**src/rtl/multicycle_ctrl_pkg.sv**
```systemverilog
`default_nettype none
// ============================================================================
// Module   : multicycle_ctrl_pkg
// Brief    : Shared types, state codes and opcode constants for the RV64I
//            multi-cycle controller.
// Revision : 1.0 - initial release
// ============================================================================
package multicycle_ctrl_pkg;

    typedef logic [31:0] inst_t;

    typedef logic [2:0] ctrl_state_enum;
    localparam ctrl_state_enum c_st_idle   = 3'd0;
    localparam ctrl_state_enum c_st_fetch  = 3'd1;
    localparam ctrl_state_enum c_st_decode = 3'd2;
    localparam ctrl_state_enum c_st_exec   = 3'd3;
    localparam ctrl_state_enum c_st_mem    = 3'd4;
    localparam ctrl_state_enum c_st_wb     = 3'd5;
    localparam ctrl_state_enum c_st_trap   = 3'd6;

    typedef enum logic [3:0] {
        ALU_R, ALU_I, LOAD, STORE, BRANCH, JAL, JALR, LUI, AUIPC
    } op_class_enum;

    typedef enum logic [2:0] {
        IMM0, I_IMM, S_IMM, B_IMM, U_IMM, UJ_IMM
    } imm_op_enum;

    typedef enum logic [1:0] {
        WB_ALU, WB_MEM, WB_PC4, WB_IMM
    } wb_sel_enum;

    localparam logic [6:0] c_opc_load      = 7'b0000011;
    localparam logic [6:0] c_opc_op_imm    = 7'b0010011;
    localparam logic [6:0] c_opc_op_imm_32 = 7'b0011011;
    localparam logic [6:0] c_opc_jalr      = 7'b1100111;
    localparam logic [6:0] c_opc_store     = 7'b0100011;
    localparam logic [6:0] c_opc_branch    = 7'b1100011;
    localparam logic [6:0] c_opc_lui       = 7'b0110111;
    localparam logic [6:0] c_opc_auipc     = 7'b0010111;
    localparam logic [6:0] c_opc_jal       = 7'b1101111;
    localparam logic [6:0] c_opc_op        = 7'b0110011;
    localparam logic [6:0] c_opc_op_32     = 7'b0111011;

    localparam logic [1:0] c_cause_none    = 2'b00;
    localparam logic [1:0] c_cause_illegal = 2'b01;
    localparam logic [1:0] c_cause_imem_to = 2'b10;
    localparam logic [1:0] c_cause_dmem_to = 2'b11;

    function automatic wb_sel_enum wb_sel_of(input op_class_enum oc);
        case (oc)
            LOAD:      return WB_MEM;
            JAL, JALR: return WB_PC4;
            LUI:       return WB_IMM;
            default:   return WB_ALU;
        endcase
    endfunction

endpackage
`default_nettype wire

```
**src/rtl/multicycle_ctrl_decode.sv**
```systemverilog
`default_nettype none
// ============================================================================
// Module   : multicycle_ctrl_decode
// Brief    : Combinational opcode classifier: op class, immediate select,
//            ALU operand selects and illegal-opcode flag.
// Revision : 1.0 - initial release
// ============================================================================
module multicycle_ctrl_decode
    import multicycle_ctrl_pkg::*;
(
    input  logic [6:0] opcode,
    output logic [3:0] op_class,
    output logic [2:0] immgen_op,
    output logic       alu_b_imm,
    output logic       alu_a_pc,
    output logic       illegal
);

    always_comb begin
        op_class  = ALU_R;
        immgen_op = IMM0;
        alu_b_imm = 1'b1;
        alu_a_pc  = 1'b0;
        illegal   = 1'b0;
        case (opcode)
            c_opc_load: begin
                op_class  = LOAD;
                immgen_op = I_IMM;
            end
            c_opc_op_imm, c_opc_op_imm_32: begin
                op_class  = ALU_I;
                immgen_op = I_IMM;
            end
            c_opc_jalr: begin
                op_class  = JALR;
                immgen_op = I_IMM;
            end
            c_opc_store: begin
                op_class  = STORE;
                immgen_op = S_IMM;
            end
            // Branch target PC+imm comes from the ALU; the compare is separate.
            c_opc_branch: begin
                op_class  = BRANCH;
                immgen_op = B_IMM;
                alu_a_pc  = 1'b1;
            end
            c_opc_lui: begin
                op_class  = LUI;
                immgen_op = U_IMM;
            end
            c_opc_auipc: begin
                op_class  = AUIPC;
                immgen_op = U_IMM;
                alu_a_pc  = 1'b1;
            end
            c_opc_jal: begin
                op_class  = JAL;
                immgen_op = UJ_IMM;
                alu_a_pc  = 1'b1;
            end
            c_opc_op, c_opc_op_32: begin
                op_class  = ALU_R;
                alu_b_imm = 1'b0;
            end
            default: begin
                illegal   = 1'b1;
                alu_b_imm = 1'b0;
            end
        endcase
    end

endmodule
`default_nettype wire

```
**src/rtl/multicycle_ctrl.sv**
```systemverilog
`default_nettype none
// ============================================================================
// Module   : multicycle_ctrl
// Brief    : RV64I multi-cycle control FSM (FETCH/DECODE/EXEC/MEM/WB/TRAP).
//            Optional perf counters under MULTICYCLE_CTRL_PERF_EN.
// Revision : 1.0 - initial release
// ============================================================================
module multicycle_ctrl
    import multicycle_ctrl_pkg::*;
#(
    parameter int ACK_TIMEOUT = 0
) (
    input  logic        clk,
    input  logic        rst,
    output logic        imem_req,
    input  logic        imem_ack,
    input  logic [31:0] imem_rdata,
    output logic        ir_we,
    output logic        dmem_req,
    output logic        dmem_we,
    input  logic        dmem_ack,
    input  logic        br_taken,
    output logic [2:0]  immgen_op,
    output logic        alu_b_imm,
    output logic        alu_a_pc,
    output logic        pc_we,
    output logic        npc_sel,
    output logic        rf_we,
    output logic [1:0]  wb_sel,
`ifdef MULTICYCLE_CTRL_PERF_EN
    output logic [63:0] cycle_cnt,
    output logic [63:0] instret_cnt,
`endif
    output logic        trap,
    output logic [1:0]  trap_cause
);

    ctrl_state_enum r_state;
    ctrl_state_enum w_state_nx;
    op_class_enum   r_op_class;
    logic [6:0]     r_opcode;
    logic [2:0]     r_immgen_op;
    logic           r_alu_b_imm;
    logic           r_alu_a_pc;
    logic [1:0]     r_wb_sel;
    logic [1:0]     r_trap_cause;
    logic           w_expire;

    logic [3:0]     w_dec_class;
    logic [2:0]     w_dec_imm;
    logic           w_dec_b_imm;
    logic           w_dec_a_pc;
    logic           w_dec_illegal;
    logic           w_unused_rdata;

    // Only the opcode field is needed here; the datapath owns the full IR.
    assign w_unused_rdata = ^imem_rdata[31:7];

    multicycle_ctrl_decode u_decode (
        .opcode    (r_opcode),
        .op_class  (w_dec_class),
        .immgen_op (w_dec_imm),
        .alu_b_imm (w_dec_b_imm),
        .alu_a_pc  (w_dec_a_pc),
        .illegal   (w_dec_illegal)
    );

    logic w_exec, w_wb, w_is_branch, w_is_store, w_is_jump;
    assign w_exec      = (r_state == c_st_exec);
    assign w_wb        = (r_state == c_st_wb);
    assign w_is_branch = (r_op_class == BRANCH);
    assign w_is_store  = (r_op_class == STORE);
    assign w_is_jump   = (r_op_class == JAL) || (r_op_class == JALR);

    assign imem_req   = (r_state == c_st_fetch);
    assign ir_we      = imem_req & imem_ack;
    assign dmem_req   = (r_state == c_st_mem);
    assign dmem_we    = dmem_req & w_is_store;
    assign pc_we      = (w_exec & w_is_branch) | (dmem_req & w_is_store & dmem_ack) | w_wb;
    assign npc_sel    = (w_exec & w_is_branch & br_taken) | (w_wb & w_is_jump);
    assign rf_we      = w_wb;
    assign trap       = (r_state == c_st_trap);
    assign trap_cause = r_trap_cause;
    assign immgen_op  = r_immgen_op;
    assign alu_b_imm  = r_alu_b_imm;
    assign alu_a_pc   = r_alu_a_pc;
    assign wb_sel     = r_wb_sel;

    always_comb begin
        w_state_nx = r_state;
        case (r_state)
            c_st_idle:   w_state_nx = c_st_fetch;
            c_st_fetch: begin
                if (imem_ack)      w_state_nx = c_st_decode;
                else if (w_expire) w_state_nx = c_st_trap;
            end
            c_st_decode: w_state_nx = w_dec_illegal ? c_st_trap : c_st_exec;
            c_st_exec: begin
                if (w_is_branch)                             w_state_nx = c_st_fetch;
                else if (w_is_store || r_op_class == LOAD)   w_state_nx = c_st_mem;
                else                                         w_state_nx = c_st_wb;
            end
            c_st_mem: begin
                if (dmem_ack)      w_state_nx = w_is_store ? c_st_fetch : c_st_wb;
                else if (w_expire) w_state_nx = c_st_trap;
            end
            c_st_wb:     w_state_nx = c_st_fetch;
            c_st_trap:   w_state_nx = c_st_trap;
            default:     w_state_nx = c_st_idle;
        endcase
    end

    always_ff @(posedge clk or posedge rst) begin
        if (rst) begin
            r_state      <= c_st_idle;
            r_opcode     <= 7'd0;
            r_op_class   <= ALU_R;
            r_immgen_op  <= IMM0;
            r_alu_b_imm  <= 1'b0;
            r_alu_a_pc   <= 1'b0;
            r_wb_sel     <= WB_ALU;
            r_trap_cause <= c_cause_none;
        end else begin
            r_state <= w_state_nx;
            if (ir_we) begin
                r_opcode <= imem_rdata[6:0];
            end
            if (r_state == c_st_decode) begin
                if (w_dec_illegal) begin
                    r_op_class   <= ALU_R;
                    r_immgen_op  <= IMM0;
                    r_alu_b_imm  <= 1'b0;
                    r_alu_a_pc   <= 1'b0;
                    r_wb_sel     <= WB_ALU;
                    r_trap_cause <= c_cause_illegal;
                end else begin
                    r_op_class  <= op_class_enum'(w_dec_class);
                    r_immgen_op <= w_dec_imm;
                    r_alu_b_imm <= w_dec_b_imm;
                    r_alu_a_pc  <= w_dec_a_pc;
                    r_wb_sel    <= wb_sel_of(op_class_enum'(w_dec_class));
                end
            end
            if (r_state == c_st_fetch && w_state_nx == c_st_trap) begin
                r_trap_cause <= c_cause_imem_to;
            end
            if (r_state == c_st_mem && w_state_nx == c_st_trap) begin
                r_trap_cause <= c_cause_dmem_to;
            end
        end
    end

    generate
        if (ACK_TIMEOUT > 0) begin : g_timeout
            localparam int c_wait_w = (ACK_TIMEOUT > 1) ? $clog2(ACK_TIMEOUT) : 1;
            logic [c_wait_w-1:0] r_wait;
            logic                w_waiting;

            assign w_waiting = (imem_req & ~imem_ack) | (dmem_req & ~dmem_ack);
            // An ack in the expiry cycle still wins because w_waiting drops.
            assign w_expire  = w_waiting && (r_wait == c_wait_w'(ACK_TIMEOUT - 1));

            always_ff @(posedge clk or posedge rst) begin
                if (rst) begin
                    r_wait <= '0;
                end else if (w_state_nx != r_state) begin
                    r_wait <= '0;
                end else if (w_waiting) begin
                    r_wait <= r_wait + 1'b1;
                end
            end
        end else begin : g_no_timeout
            assign w_expire = 1'b0;
        end
    endgenerate

`ifdef MULTICYCLE_CTRL_PERF_EN
    always_ff @(posedge clk or posedge rst) begin
        if (rst) begin
            cycle_cnt   <= 64'd0;
            instret_cnt <= 64'd0;
        end else begin
            if (r_state != c_st_idle && r_state != c_st_trap) begin
                cycle_cnt <= cycle_cnt + 64'd1;
            end
            if (pc_we) begin
                instret_cnt <= instret_cnt + 64'd1;
            end
        end
    end
`endif

endmodule
`default_nettype wire

```
**config.mk**
```make
export PLATFORM = sky130hd
export DESIGN_NAME = multicycle_ctrl
export DESIGN_NICKNAME = d
export VERILOG_FILES = /design/src/rtl/multicycle_ctrl_pkg.sv /design/src/rtl/multicycle_ctrl_decode.sv /design/src/rtl/multicycle_ctrl.sv
export SDC_FILE = /design/constraint.sdc
export NUM_CORES = 1
export LEC_CHECK = 0
export CORE_MARGIN = 5
export CORE_UTILIZATION = 44
export DETAILED_ROUTE_END_ITERATION = 16
export HOLD_SLACK_MARGIN = 0.05
export PLACE_DENSITY = 0.8
export REMOVE_ABC_BUFFERS = 1
export SYNTH_ARGS = -nofsm -noshare
export SYNTH_HDL_FRONTEND = slang
export SYNTH_HIERARCHICAL = 1
export SYNTH_SLANG_ARGS = --single-unit
```
**constraint.sdc**
```tcl
create_clock -name clk -period 2.54 [get_ports clk]
set_input_delay 0.381 -clock clk [delete_from_list [all_inputs] [get_ports clk]]
set_output_delay 0.381 -clock clk [all_outputs]
set_load 0.05 [all_outputs]
```
==> summary.md <==
| Metric | Value |
|---|---|
| Status | `complete, no violations` |
| Post-CTS Setup Bufs | `0` |
| Pwr Density | `958 mW/mm2` |
| Pre-antenna DRT Iters | `4` |
| Comb power frac | `between 50 and 60%` |
| Final Core Density | `56.8%` |
| Dominant synthesized flop cell | `dfrtp_1` |
| # IOs | `54` |
| Largest family of logic cells by synthesized area | `simple AND/OR/NAND/NOR gates` |
| Layout Nets | `212` |
| Synth warn | `6` |
| Rows | `20` |
| Root Buffer | `clkbuf_4` |
| Register area share after synthesis | `41.0%` |
| Gp weighted congestion | `approximately 0.74` |
| Share of the synthesized area in the top cell type | `41.0%` |
| Die X | `66.5 um` |
| Reg power frac | `39.3%` |
| Clock share of power | `10.0%` |
| RSZ-0062 raised after global routing | `false` |
| GRT Util Overall | `14.1%` |
| FFs w/ async S/R, synth | `100%` |
| Clk pin slew, worst setup/hold paths | `0.12 ns` |
| Diode count | `0` |
| Final period util | `between 90% and 100%` |
| Worst stage delay on the critical path | `about 0.56 ns` |
| WHS | `0.485 ns` |
| Layout Skew | `0.00272 ns` |
| Resized cells post-CTS | `1` |
| Post-synth top area cell | `dfrtp_1` |
| Vias per cell | `5.46` |
| Max Freq | `404 MHz` |
| Synth cell types | `46` |
| Die height | `between 60 and 70 um` |
| Slew Viols, Final | `0` |
| Number of max-cap violations | `0` |
| Peak supply drop | `0.599 mV` |
| Register area | `576 um2` |
| # DRC | `0` |
| CP top delay family | `simple AND/OR/NAND/NOR gates` |
| Number of synthesized flops with an enable pin | `0` |
| Yosys reg bits | `23` |
| Pin count of the biggest net entering global routing | `24` |
| Count of buffer and inverter cells on the critical path | `1` |
| Worst path cell trace | `or4b_4 > or3b_1 > a21boi_1 > buf_12` |
| First-pass GRT wire length | `4820 um` |
| Leakage | `just over 0.7 nW` |
| Design Power | `1.66 mW` |
| Num CTS Buffers | `3` |
| Critical Path Start Type | `register` |
| Clk sinks | `23` |
| Die area | `approximately 0.0044 mm2` |
| Ratio of cells with drive above 1 in the final layout | `9.20%` |
| Multi-input gate area | `746 um2` |
| Core area | `0.00305 mm2` |
| Syn Area/Cell | `9.31 um2` |
| Syn Std Cell Area | `0.00141 mm2` |
| GRT overflow | `0` |
| Max clock buf depth | `2` |
| CP max stage cell | `or4b_4` |
| Post-synthesis compound-gate area fraction | `15.9%` |
| Element type at the critical path end | `primary output` |
| Switching share of power | `47.0%` |
| Mux share of post-synthesis cell area | `between 7 and 8%` |
| Slew margin rel. | `41.5%` |
| Wire length per cell | `13.2 um` |
| CP required | `2.16 ns` |
| Skew-Pair Late Insertion Delay | `0.31 ns` |
| Hold_buf cts | `0` |
| Htree depth | `1` |
| DPL Wire Length | `roughly 2200 um` |
| Worst Reg-to-Reg Cells | `5` |
| Final WL | `2870 um` |
| Crit path depth | `4` |
| Setup crit end | `npc_sel` |
| Crit path launch | `r_op_class[0]` |
| Post-Synthesis Cells | `151` |
| Setup violations, final | `0` |
| Initial antenna violation count | `0` |
| Min-delay worst type | `register to register` |
| R2R setup slack | `around 0.54 ns` |
| Least-Margin Pin Slew | `0.876 ns` |
| CP Max Fanout | `6` |
| Final min period | `2.47 ns` |
| Initial Util | `~46%` |
| Worst reg2reg endpoint | `wb_sel[0]` |
| Final hold viol count | `0` |
| Vias in the first global route | `1089` |
| Via Count | `approximately 1200` |
| P_int | `approximately 0.88 mW` |
| Synth Area in Adders | `0%` |
| Filler Cells Inserted | `290` |
| Layout overhead on the synthesized area | `23.3%` |
| P_sw | `0.780 mW` |
| Number of instances in the placed design | `214` |
| Final setup TNS | `0 ns` |
| Iteration-0 DRC Markers | `63` |
| Xor/xnor share of the synthesized area | `under 10%` |
| Number of port buffers | `28` |
| Reg-to-reg startpoint | `r_opcode[2]` |
| Crit Path Category | `register to primary output` |
| Synth top area cells | `dfrtp_1 41%, nand2b_1 6.7%, nand2_1 4.0%, o21ai_1 3.2%, mux2_1 3.2%` |
| Synth Area in Simple Gates | `27.7%` |
| Non-Filler Instances | `between 200 and 250` |
| CTS tree | `yes` |
| Worst EP arrival | `2.09 ns` |
| Antenna viol nets, final | `0` |
-- power groups by stage --
| stage | sequential [mW] | combinational (mW) | clock, mW |
|---|---|---|---|
| 5_1_grt | 0.678 | 0.909 | 0.188 |
| 6_report | 0.653 | 0.840 | 0.167 |
| 4_1_cts | 0.646 | 0.843 | 0.174 |
| 3_3_place_gp | 0.645 | 0.814 | 0 |
| 2_1_floorplan | 0.642 | 0.596 | 0 |
| 3_5_place_dp | 0.655 | 0.838 | 0 |
-- per-stage QoR --
| step | worst slack (ns) | area, um2 |
|---|---|---|
| 2_1_floorplan | 0.133 | 1350 |
| 3_3_place_gp | 0.358 | 1710 |
| 3_5_place_dp | 0.302 | 1710 |
| 4_1_cts | 0.0605 | 1730 |
| 5_1_grt | 0.0181 | 1730 |
| 6_report | 0.0665 | 1730 |
-- cells in the final DEF (no fill, tap or decap), types with 2 or more instances in the layout --
master           synthesis  layout
nor2b_1                  3       3
a21oi_1                  4       4
or3b_1                   2       2
buf_12                   0       2
inv_1                    7       7
mux2_1                   4       4
o221ai_1                 2       2
o211a_1                  2       2
nor2_1                   2       2
o21ai_1                  9       9
nand3_1                  2       2
nand2_1                 15      15
nor3_1                   8       8
dfrtp_1                 23      23
and2_1                   3       3
clkdlybuf4s50_1          0      24
mux2i_1                  2       2
nand2b_1                15      15
clkbuf_4                 0       3
xor2_1                   3       3
a31oi_1                  3       3
nor4_1                   2       2
buf_4                    1       2
nor3b_1                  3       3
or4b_4                   2       2
nand4b_1                 2       2
o21ai_0                  2       2
mux2_2                   3       3
-- worst min-delay path by stage --
stage                  start       endpoint  slack, ns  cells after the start
2_1_floorplan            rst       alu_a_pc       0.38                      1
3_3_place_gp   trap_cause[0]  trap_cause[0]       0.44                      1
3_5_place_dp   trap_cause[0]  trap_cause[0]       0.46                      1
4_1_cts        trap_cause[0]  trap_cause[0]       0.49                      1
5_1_grt        trap_cause[0]  trap_cause[0]       0.52                      1
6_report       trap_cause[0]  trap_cause[0]       0.48                      1
-- cell families (layout without fill, tap and decap cells) --
group,after synthesis,count (layout)
compound gates,33,33
buf+inv,17,40
flops,23,23
xor+xnor,4,4
simple gates,65,65
mux,9,9
-- routing by layer --
layer | part of all wire [%] | wire length, um | up-vias | track usage [%]
met1 | 44 | 1250 | 563 | 17.2
met4 | 1.1 | 31 | 0 | 5.33
met5 | 0 | 0 | - | 0
met2 | 49 | 1410 | 36 | 24.3
met3 | 5.9 | 170 | 4 | 2.70
li1 | - | - | 587 | -
-- cells in the mapped netlist, types with 2 or more instances --
cell	count
dfrtp_1	23
nor3b_1	3
nor2b_1	3
nor3_1	8
or4b_4	2
or3b_1	2
nand2_1	15
and2_1	3
a31oi_1	3
xor2_1	3
nand2b_1	15
nand4b_1	2
mux2_2	3
nor2_1	2
clkbuf_1	6
nor4_1	2
o211a_1	2
o21ai_1	9
nand3_1	2
mux2_1	4
mux2i_1	2
o21ai_0	2
buf_6	2
inv_1	7
o221ai_1	2
a21oi_1	4
-- registers in the layout (all words and copies together) (netlist names) --
signal and count:
alu_b_imm 1, r_state 3, wb_sel 2, r_op_class 4, r_opcode 7, trap_cause 2, alu_a_pc 1, immgen_op 3
-- area by class of cell --
type                    count  share of cell area, %
multi-input cells         111                   43.0
flip-flops and latches     23                   33.2
repair buffers             29                   17.5
well taps                  44                   3.18
clock buffers               4                   1.52
inverters                   7                   1.52
Power figures use the tool's default switching activity.
